--- src/rtl/spi_master_cfg_if.sv ---
`default_nettype none
// ============================================================================
// Module   : spi_master_cfg_if
// Brief    : Controller handshake and SPI bus signals of spi_master_cfg.
// Revision : 1.0 - initial release
// ============================================================================
interface spi_master_cfg_if #(
    parameter int DATA_W = 8,
    parameter int DIV_W  = 8,
    parameter int SEL_W  = 2
);
    localparam int C_NSS = 2 ** SEL_W;

    logic              start;
    logic [DATA_W-1:0] tx_data;
    logic              cpol;
    logic              cpha;
    logic              lsb_first;
    logic [DIV_W-1:0]  clk_div;
    logic [SEL_W-1:0]  ss_sel;
    logic              busy;
    logic              done;
    logic [DATA_W-1:0] rx_data;
    logic              sclk;
    logic [C_NSS-1:0]  ss_n;
    logic              mosi;
    logic              miso;

    modport master (
        input  start, tx_data, cpol, cpha, lsb_first, clk_div, ss_sel, miso,
        output busy, done, rx_data, sclk, ss_n, mosi
    );

    modport slave (
        output start, tx_data, cpol, cpha, lsb_first, clk_div, ss_sel, miso,
        input  busy, done, rx_data, sclk, ss_n, mosi
    );
endinterface
`default_nettype wire

--- src/rtl/spi_master_cfg.sv ---
`default_nettype none
// ============================================================================
// Module   : spi_master_cfg
// Brief    : SPI master, per-transfer CPOL/CPHA, bit order and SCLK divider.
// Revision : 1.0 - initial release
// ============================================================================
module spi_master_cfg #(
    parameter int DATA_W = 8,
    parameter int DIV_W  = 8,
    parameter int SEL_W  = 2
) (
    input  logic             clk,
    input  logic             rst,
    spi_master_cfg_if.master bus
);
    localparam int C_NSS    = 2 ** SEL_W;
    localparam int C_EDGE_W = $clog2(2 * DATA_W);
    localparam int C_IDX_W  = C_EDGE_W - 1;
    localparam logic [C_EDGE_W-1:0] C_LAST_EDGE = C_EDGE_W'(2 * DATA_W - 1);

    typedef enum logic [1:0] {
        ST_IDLE  = 2'd0,
        ST_SETUP = 2'd1,
        ST_SHIFT = 2'd2,
        ST_HOLD  = 2'd3
    } state_t;

    state_t              state_q,   state_d;
    logic [DIV_W-1:0]    cnt_q,     cnt_d;
    logic [C_EDGE_W-1:0] edge_q,    edge_d;
    logic [DATA_W-1:0]   tx_q,      tx_d;
    logic [DATA_W-1:0]   rx_sr_q,   rx_sr_d;
    logic [DATA_W-1:0]   rx_data_q, rx_data_d;
    logic                cpol_q,    cpol_d;
    logic                cpha_q,    cpha_d;
    logic                lsb_q,     lsb_d;
    logic [DIV_W-1:0]    div_q,     div_d;
    logic [SEL_W-1:0]    sel_q,     sel_d;
    logic                busy_q,    busy_d;
    logic                done_q,    done_d;
    logic                sclk_q,    sclk_d;
    logic                mosi_q,    mosi_d;
    logic [C_NSS-1:0]    ss_n_q,    ss_n_d;

    logic               w_half_end;
    logic               w_leading;
    logic [C_IDX_W-1:0] w_pos;

    // Picks the p-th bit of the serial sequence for the given order.
    function automatic logic sel_bit(input logic [DATA_W-1:0] w,
                                     input logic lsb,
                                     input logic [C_IDX_W-1:0] p);
        logic [C_IDX_W-1:0] i;
        i = lsb ? p : (C_IDX_W'(DATA_W - 1) - p);
        return w[i];
    endfunction

    assign w_half_end = (cnt_q == div_q);
    assign w_leading  = ~edge_q[0];
    assign w_pos      = edge_q[C_EDGE_W-1:1];

    always_ff @(posedge clk or posedge rst) begin
        if (rst) begin
            state_q   <= ST_IDLE;
            cnt_q     <= '0;
            edge_q    <= '0;
            tx_q      <= '0;
            rx_sr_q   <= '0;
            rx_data_q <= '0;
            cpol_q    <= 1'b0;
            cpha_q    <= 1'b0;
            lsb_q     <= 1'b0;
            div_q     <= '0;
            sel_q     <= '0;
            busy_q    <= 1'b0;
            done_q    <= 1'b0;
            sclk_q    <= 1'b0;
            mosi_q    <= 1'b0;
            ss_n_q    <= '1;
        end else begin
            state_q   <= state_d;
            cnt_q     <= cnt_d;
            edge_q    <= edge_d;
            tx_q      <= tx_d;
            rx_sr_q   <= rx_sr_d;
            rx_data_q <= rx_data_d;
            cpol_q    <= cpol_d;
            cpha_q    <= cpha_d;
            lsb_q     <= lsb_d;
            div_q     <= div_d;
            sel_q     <= sel_d;
            busy_q    <= busy_d;
            done_q    <= done_d;
            sclk_q    <= sclk_d;
            mosi_q    <= mosi_d;
            ss_n_q    <= ss_n_d;
        end
    end

    always_comb begin
        state_d   = state_q;
        cnt_d     = cnt_q;
        edge_d    = edge_q;
        tx_d      = tx_q;
        rx_sr_d   = rx_sr_q;
        rx_data_d = rx_data_q;
        cpol_d    = cpol_q;
        cpha_d    = cpha_q;
        lsb_d     = lsb_q;
        div_d     = div_q;
        sel_d     = sel_q;
        busy_d    = busy_q;
        done_d    = 1'b0;
        sclk_d    = sclk_q;
        mosi_d    = mosi_q;
        ss_n_d    = ss_n_q;

        unique case (state_q)
            ST_IDLE: begin
                sclk_d = bus.cpol;
                mosi_d = 1'b0;
                ss_n_d = '1;
                busy_d = 1'b0;
                if (bus.start) begin
                    state_d = ST_SETUP;
                    cnt_d   = '0;
                    edge_d  = '0;
                    rx_sr_d = '0;
                    tx_d    = bus.tx_data;
                    cpol_d  = bus.cpol;
                    cpha_d  = bus.cpha;
                    lsb_d   = bus.lsb_first;
                    div_d   = bus.clk_div;
                    sel_d   = bus.ss_sel;
                    busy_d  = 1'b1;
                    ss_n_d  = ~(C_NSS'(1) << bus.ss_sel);
                    // CPHA=1 launches its first bit on the first leading edge instead
                    mosi_d  = bus.cpha ? 1'b0 : sel_bit(bus.tx_data, bus.lsb_first, '0);
                end
            end

            ST_SETUP: begin
                sclk_d = cpol_q;
                ss_n_d = ~(C_NSS'(1) << sel_q);
                if (w_half_end) begin
                    cnt_d   = '0;
                    state_d = ST_SHIFT;
                end else begin
                    cnt_d = cnt_q + DIV_W'(1);
                end
            end

            ST_SHIFT: begin
                ss_n_d = ~(C_NSS'(1) << sel_q);
                if (w_half_end) begin
                    cnt_d  = '0;
                    sclk_d = ~sclk_q;
                    edge_d = edge_q + C_EDGE_W'(1);
                    // Sample side is the leading edge for CPHA=0, trailing for CPHA=1
                    if (w_leading ^ cpha_q) begin
                        rx_sr_d = lsb_q ? {bus.miso, rx_sr_q[DATA_W-1:1]}
                                        : {rx_sr_q[DATA_W-2:0], bus.miso};
                    end
                    if (cpha_q && w_leading) begin
                        mosi_d = sel_bit(tx_q, lsb_q, w_pos);
                    end else if (!cpha_q && !w_leading && (edge_q != C_LAST_EDGE)) begin
                        mosi_d = sel_bit(tx_q, lsb_q, w_pos + C_IDX_W'(1));
                    end
                    if (edge_q == C_LAST_EDGE) begin
                        edge_d  = '0;
                        state_d = ST_HOLD;
                    end
                end else begin
                    cnt_d = cnt_q + DIV_W'(1);
                end
            end

            ST_HOLD: begin
                ss_n_d = ~(C_NSS'(1) << sel_q);
                if (w_half_end) begin
                    cnt_d     = '0;
                    state_d   = ST_IDLE;
                    ss_n_d    = '1;
                    busy_d    = 1'b0;
                    done_d    = 1'b1;
                    mosi_d    = 1'b0;
                    rx_data_d = rx_sr_q;
                end else begin
                    cnt_d = cnt_q + DIV_W'(1);
                end
            end

            default: begin
                state_d = ST_IDLE;
            end
        endcase
    end

    assign bus.busy    = busy_q;
    assign bus.done    = done_q;
    assign bus.rx_data = rx_data_q;
    assign bus.sclk    = sclk_q;
    assign bus.ss_n    = ss_n_q;
    assign bus.mosi    = mosi_q;
endmodule
`default_nettype wire

--- src/flat_wrapper.sv ---
// flat-port wrapper written by rule: the top's interface ports become plain ports
module spi_master_cfg_flat 
#(
    parameter int DATA_W = 8,
    parameter int DIV_W  = 8,
    parameter int SEL_W  = 2
)
  (clk, rst, bus_start, bus_tx_data, bus_cpol, bus_cpha, bus_lsb_first, bus_clk_div, bus_ss_sel, bus_miso, bus_busy, bus_done, bus_rx_data, bus_sclk, bus_ss_n, bus_mosi);
  spi_master_cfg_if #(.DATA_W(DATA_W), .DIV_W(DIV_W), .SEL_W(SEL_W)) bus_i ();
  input  logic clk;
  input  logic rst;
  input wire logic [$bits(bus_i.start)-1:0] bus_start;
  input wire logic [$bits(bus_i.tx_data)-1:0] bus_tx_data;
  input wire logic [$bits(bus_i.cpol)-1:0] bus_cpol;
  input wire logic [$bits(bus_i.cpha)-1:0] bus_cpha;
  input wire logic [$bits(bus_i.lsb_first)-1:0] bus_lsb_first;
  input wire logic [$bits(bus_i.clk_div)-1:0] bus_clk_div;
  input wire logic [$bits(bus_i.ss_sel)-1:0] bus_ss_sel;
  input wire logic [$bits(bus_i.miso)-1:0] bus_miso;
  output wire logic [$bits(bus_i.busy)-1:0] bus_busy;
  output wire logic [$bits(bus_i.done)-1:0] bus_done;
  output wire logic [$bits(bus_i.rx_data)-1:0] bus_rx_data;
  output wire logic [$bits(bus_i.sclk)-1:0] bus_sclk;
  output wire logic [$bits(bus_i.ss_n)-1:0] bus_ss_n;
  output wire logic [$bits(bus_i.mosi)-1:0] bus_mosi;
  assign bus_i.start = bus_start;
  assign bus_i.tx_data = bus_tx_data;
  assign bus_i.cpol = bus_cpol;
  assign bus_i.cpha = bus_cpha;
  assign bus_i.lsb_first = bus_lsb_first;
  assign bus_i.clk_div = bus_clk_div;
  assign bus_i.ss_sel = bus_ss_sel;
  assign bus_i.miso = bus_miso;
  assign bus_busy = bus_i.busy;
  assign bus_done = bus_i.done;
  assign bus_rx_data = bus_i.rx_data;
  assign bus_sclk = bus_i.sclk;
  assign bus_ss_n = bus_i.ss_n;
  assign bus_mosi = bus_i.mosi;
  spi_master_cfg #(.DATA_W(DATA_W), .DIV_W(DIV_W), .SEL_W(SEL_W)) u_core (.clk(clk), .rst(rst), .bus(bus_i));
endmodule
--- config.mk ---
export PLATFORM = sky130hd
export DESIGN_NAME = spi_master_cfg_flat
export DESIGN_NICKNAME = d
export VERILOG_FILES = /design/src/rtl/spi_master_cfg_if.sv /design/src/rtl/spi_master_cfg.sv /design/src/flat_wrapper.sv
export SDC_FILE = /design/constraint.sdc
export NUM_CORES = 1
export LEC_CHECK = 0
export CORE_MARGIN = 8
export CORE_UTILIZATION = 43
export CTS_CLUSTER_SIZE = 12
export DETAILED_ROUTE_END_ITERATION = 10
export GPL_TIMING_DRIVEN = 0
export PLACE_DENSITY_LB_ADDON = 0.15
export SYNTH_ARGS = -nofsm -noshare
export SYNTH_HDL_FRONTEND = slang
export SYNTH_SLANG_ARGS = --single-unit
export TNS_END_PERCENT = 5
--- constraint.sdc ---
create_clock -name clk -period 2.3 [get_ports clk]
set_input_delay 0.46 -clock clk [delete_from_list [all_inputs] [get_ports clk]]
set_output_delay 0.46 -clock clk [all_outputs]
set_load 0.05 [all_outputs]
* Word level (Yosys, flattened, before mapping)
Index checks and enable logic that the tools add are counted.
** Storage, ports and cells
- Bits in registers :: 59
- Output and inout bits :: 16
- Logic and storage cells :: 105
** Cells by class
- Add/subtract/negate cells :: 5
- Magnitude comparators :: 3
- Eq/ne operators :: 13
- Shifts and indexed selects :: 2
- Muxes and demuxes :: 42
- Bitwise gates (word level) :: 5
- Reductions and logical operators :: 19
** Operator list (count)
- $mux W8 :: 5
- $pmux W8 S2 :: 2
- $mux W4 :: 5
- $mux W1 :: 13
- $lt A3 B4 Y1 const B :: 3
- $pmux W4 S3 :: 1
- $mux W2 :: 5
- $ne A2 B1 Y1 const B :: 5
- $bmux W1 S3 :: 3
- $mux W3 :: 3
- $add A8 B1 Y8 const B :: 1
- $eq A8 B8 Y1 :: 1
- $not A4 Y4 :: 2
- $pmux W2 S4 :: 1
- $pmux W4 S2 :: 1
- $reduce_and A2 Y1 :: 4
- $reduce_and A4 Y1 :: 2
- $shl A1 B2 Y4 const A :: 2
- $pmux W1 S3 :: 2
- $reduce_bool A3 Y1 :: 2
- $sub A3 B3 Y3 const A :: 2
- $reduce_and A5 Y1 :: 1
- $add A4 B1 Y4 const B :: 1
- $eq A2 B2 Y1 const B :: 2
- 16 further kinds :: 20

* Longest topological paths before layout
Gate-level depths: netlist (run 1).
- Depth after elaboration :: 9
- Mapped depth :: 9
- Depth with buffers taken out :: 8

* Worst setup path before layout (run 1)
No wires, ideal clock.
- Path kind :: reg2reg
- From :: reg u_core.edge_q[2]
- To :: reg u_core.mosi_q (netlist: u_core.bus.mosi)
- Library setup time :: 0.127 ns
- Data arrival time :: 1.993 ns
- Data required time :: 2.173 ns
- Slack :: 0.180 ns
- Stages on the path, launching flop included :: 6
- Buffers on the path :: 0
- Clock period less this slack :: 2.120 ns
- Path through :: dfrtp_1 ha_1 mux4_2 mux4_2 o2111ai_2 o21ai_1
** Between the ends
- Cells in the longest elaborated chain, start to end :: 9
- Elaborated cells on any way between the ends :: 17
- Those cells by class :: add/sub (3); eq/ne (2); mux (10); reduce/logical (2)
** RTL lines
- from (decl) :: RTL line spi_master_cfg.sv:30 : logic [C_EDGE_W-1:0] edge_q, edge_d;
- from (signal assigned) :: RTL line spi_master_cfg.sv:83 : edge_q <= edge_d;
- $add A3 B1 Y3 :: RTL line spi_master_cfg.sv:167 : mosi_d = sel_bit(tx_q, lsb_q, w_pos + C_IDX_W'(1));
- $sub A3 B3 Y3 :: RTL line spi_master_cfg.sv:54 : i = lsb ? p : (C_IDX_W'(DATA_W - 1) - p);
- $mux W3 :: RTL line spi_master_cfg.sv:54
- $bmux W1 S3 :: RTL line spi_master_cfg.sv:55 : return w[i];
- $mux W1 (not written as such) :: RTL line spi_master_cfg.sv:55
- $mux W1 :: RTL line spi_master_cfg.sv:166 : end else if (!cpha_q && !w_leading && (edge_q != C_LAST_EDGE)) begin
- $mux W1 :: RTL line spi_master_cfg.sv:164 : if (cpha_q && w_leading) begin
- $mux W1 :: RTL line spi_master_cfg.sv:155 : if (w_half_end) begin
- $pmux W1 S3 :: RTL line spi_master_cfg.sv:118 : unique case (state_q)
- to (signal assigned) :: RTL line spi_master_cfg.sv:95 : mosi_q <= mosi_d;
- to (decl) :: RTL line spi_master_cfg.sv:42 : logic mosi_q, mosi_d;
Parallel ways exist; a longest one is shown, timed or not. The select of a mux whose other input is x is not followed.
A chain may end at the register's enable or synchronous reset.

* Worst setup path in the final report (run 1)
Ends and elaborated chain as after synthesis.

==> results of run 1 <==
[worst register-to-register path, stage by stage, from the launching register on]
cell and delay (ns):
dfrtp_1 0.49, ha_4 0.35, mux4_2 0.50, mux4_2 0.50, o2111ai_2 0.17, o21ai_1 0.08
[kinds of logic after synthesis]
family                   Yosys count  synth area share (%)
AND/OR/NAND/NOR                   71                  11.5
flip-flops                        59                  46.7
buffers and inverters             21                  2.88
AO/OA/AOI/OAI                     43                  9.11
multiplexers                      58                  22.0
adder cells (fa/ha/maj)           10                  3.94
XOR/XNOR                          14                  3.87
[sequential cells by signal, indices dropped and copies added, names as in the netlist]
signal / cells
u_core.state_q: 2
u_core.bus.busy: 1
u_core.edge_q: 4
u_core.lsb_q: 1
u_core.cnt_q: 8
u_core.sel_q: 2
u_core.cpha_q: 1
u_core.bus.rx_data: 8
u_core.bus.done: 1
u_core.rx_sr_q: 8
u_core.bus.sclk: 1
u_core.div_q: 8
u_core.cpol_q: 1
u_core.bus.mosi: 1
u_core.bus.ss_n: 4
u_core.tx_q: 8
[worst paths after layout]
check | startpoint | end | slack, ns | cells past startpoint
worst min register to register | u_core.bus.rx_data[5] | u_core.bus.rx_data[5] | 0.50 | 1
worst max register to register | u_core.edge_q[2] | u_core.bus.mosi | 0.08 | 5
worst min-delay path | u_core.bus.rx_data[5] | u_core.bus.rx_data[5] | 0.50 | 1
worst max-delay path | u_core.edge_q[2] | u_core.bus.mosi | 0.08 | 5
max in group asynchronous | rst | u_core.bus.rx_data[7] | 1.18 | 3
min in group asynchronous | rst | u_core.bus.rx_data[1] | 0.53 | 2
[metal layers]
layer	vias up	track usage [%]	wire length, um
met5	-	0	0
met4	0	4.40	97
met3	9	5.86	293
met2	55	22.8	3150
met1	1119	17.1	3060
li1	1096	-	-
[through the flow]
stage / hold slack, ns / setup TNS (ns) / total power [uW] / std cells
3_3_place_gp: 0.488 / -43.42 / 4060 / 415
2_1_floorplan: 0.479 / 0 / 3460 / 276
4_1_cts: 0.509 / 0 / 5090 / 432
6_report: 0.504 / 0 / 5030 / 432
5_1_grt: 0.517 / 0 / 5370 / 432
3_5_place_dp: 0.493 / -1.75 / 4100 / 416
[power by group]
part	switching, uW	internal (uW)	leakage, uW
clock	424	527	0.0000905
combinational	1280	1030	0.000810
sequential	311	1450	0.000735
total	2010	3020	0.00164
[cell usage in the layout (no fill, tap or decap), drive strengths merged, types with 2 or more instances in the layout]
cell / Yosys / routed
nor3: 7 / 7
nor4b: 2 / 2
nor2: 12 / 12
nand2: 19 / 19
dfstp: 4 / 4
inv: 8 / 8
o21ai: 18 / 18
clkinvlp: 0 / 4
buf: 7 / 8
nor3b: 3 / 3
nand4: 4 / 4
nand2b: 4 / 4
a21oi: 4 / 4
mux2i: 15 / 15
xnor2: 10 / 10
and3: 3 / 3
mux2: 38 / 38
clkbuf: 6 / 16
clkdlybuf4s50: 0 / 40
a31oi: 5 / 5
mux4: 5 / 5
nor2b: 11 / 11
a2111oi: 2 / 2
a22o: 5 / 5
nand3: 4 / 4
a21o: 2 / 2
xor2: 4 / 4
ha: 10 / 10
dfrtp: 55 / 55
[cell type report]
cell class	count	area share, %
inverters	8	0.764
repair buffers	41	10.7
plain buffers	13	1.56
clock inverters	6	1.65
clock buffers	10	3.50
multi-input cells	196	41.0
well taps	99	3.15
flip-flops and latches	59	37.7
==> impl_metrics.ini, run 1 <==
[run_status]
outcome = complete, no violations

[sta]
drv_slew = 0
rsz0062_at_grt = false
setup_slack_ns = 0.0842
hold_viol = 0
fmax_mhz = 451
relSlewSlack_pct = 57.4
worstMarginPinSlew_ns = 0.638
min_period_ns = 2.22
final.setup_skew_ns = 0.00810
setup_violations = 0
fin_crit_sh_pct = 96.3

[logic_synthesis]
yosysMostFrequentCell = dfrtp_1
seq_area_frac_synth_pct = 46.7
synth-edff-count = 0
synth_nets = 311
syn-instance-count = 276
async_flop_share_pct = 100
synth_area_leaders = dfrtp_1, mux2_2, mux2i_1
post-synth-top-area-fraction_pct = 43.4
yosysUniqueCellTypes = 44
yosysWarnings = 0
synth-seq-cells = 59
synthTopCellsByCount = dfrtp_1, mux2_2, nand2_1
netlist_area_um2 = 3170
synth_top_cell_by_area = dfrtp_1
avgSynthCellArea_um2 = 11.5
ys.flop_type = dfrtp_1

[floorplanning]
core-area_um2 = 7210
die_y_um = 102
std_cell_rows = 31
io_pins = 41
die-area_um2 = 10400
die_w_um = 102
initial_core_util_pct = 44.0

[placement]
dp_slack_ns = -0.219
portBuffers = 40
hpwlAfterDp_um = 4810
place.gp.congestion = 0.790
dpl_cell_area_um2 = 3720

[clocking]
clkTransAtPathRegs_ns = 0.07
cts_tree = yes
clockBufferDepth = 2
post_cts.repair.setup_buffers = 0
worstSkewPairLatency_ns = 0.34
htreeDepth = 3
cts_buffers = 9
tritoncts_num_sinks = 59
root_buffer = clkbuf_8
cts_resized = 1
cts-hold-fix-buffers = 0

[final_layout]
antenna_cells = 0
nets = 363
drive_gt1_share_pct = 21.6
seq_area_um2 = 1480
nFillCells = 642
final_core_utilization_pct = 54.5
multi_input_area_um2 = 1610
area_growth_pct = 23.9
postLayoutCellArea_um2 = 3930

[drt]
drt-initial-drc-count = 81
dr.pass1.iters = 4
route.vias.total = 2279
post_drt_wl_per_cell_um = 15.3
ant_nets = 0
vias_per_cell = 5.28
drt-total-wl_um = 6600
remaining_drc_errors = 0

[worst_setup_path]
critPathCaptureType = flop
cp_slowest_stage_delay_ns = 0.50
crit_required_ns = 2.51
path_class = flop to flop
path_buf_inv = 0
crit_path_cell_trace = ha_4, mux4_2, mux4_2, o2111ai_2, o21ai_1
cpMostUsedCell = mux4_2
worst_setup_path_start_kind = flop
crit_arrival_ns = 2.43
cp_max_fo = 6
crit_family = multiplexers
critPathSlowestCell = mux4_2

[grt]
grt_max_degree = 32
gr-usage-all-layers_pct = 14.3
antenna_found_initial = 0
grt_pass1_wl_um = 11400
gr-total-overflow = 0
grt_pass1_vias = 2369

[flow_run]
maxCapViolCount = 0

[power_and_ir_drop]
power_density_nw_per_um2 = 1280
ir_worst_vdd_v = 0.000549
p_leak_uw = 0.00164

[worst_hold_path]
min_path_type = flop to flop
Power figures use the tool's default switching activity.
==> inputs of run 2 (changes only) <==
- SKIP_LAST_GASP: default -> 1
==> results of run 2 <==
No change in the layout: final DEF, timing and power equal those of run 1.
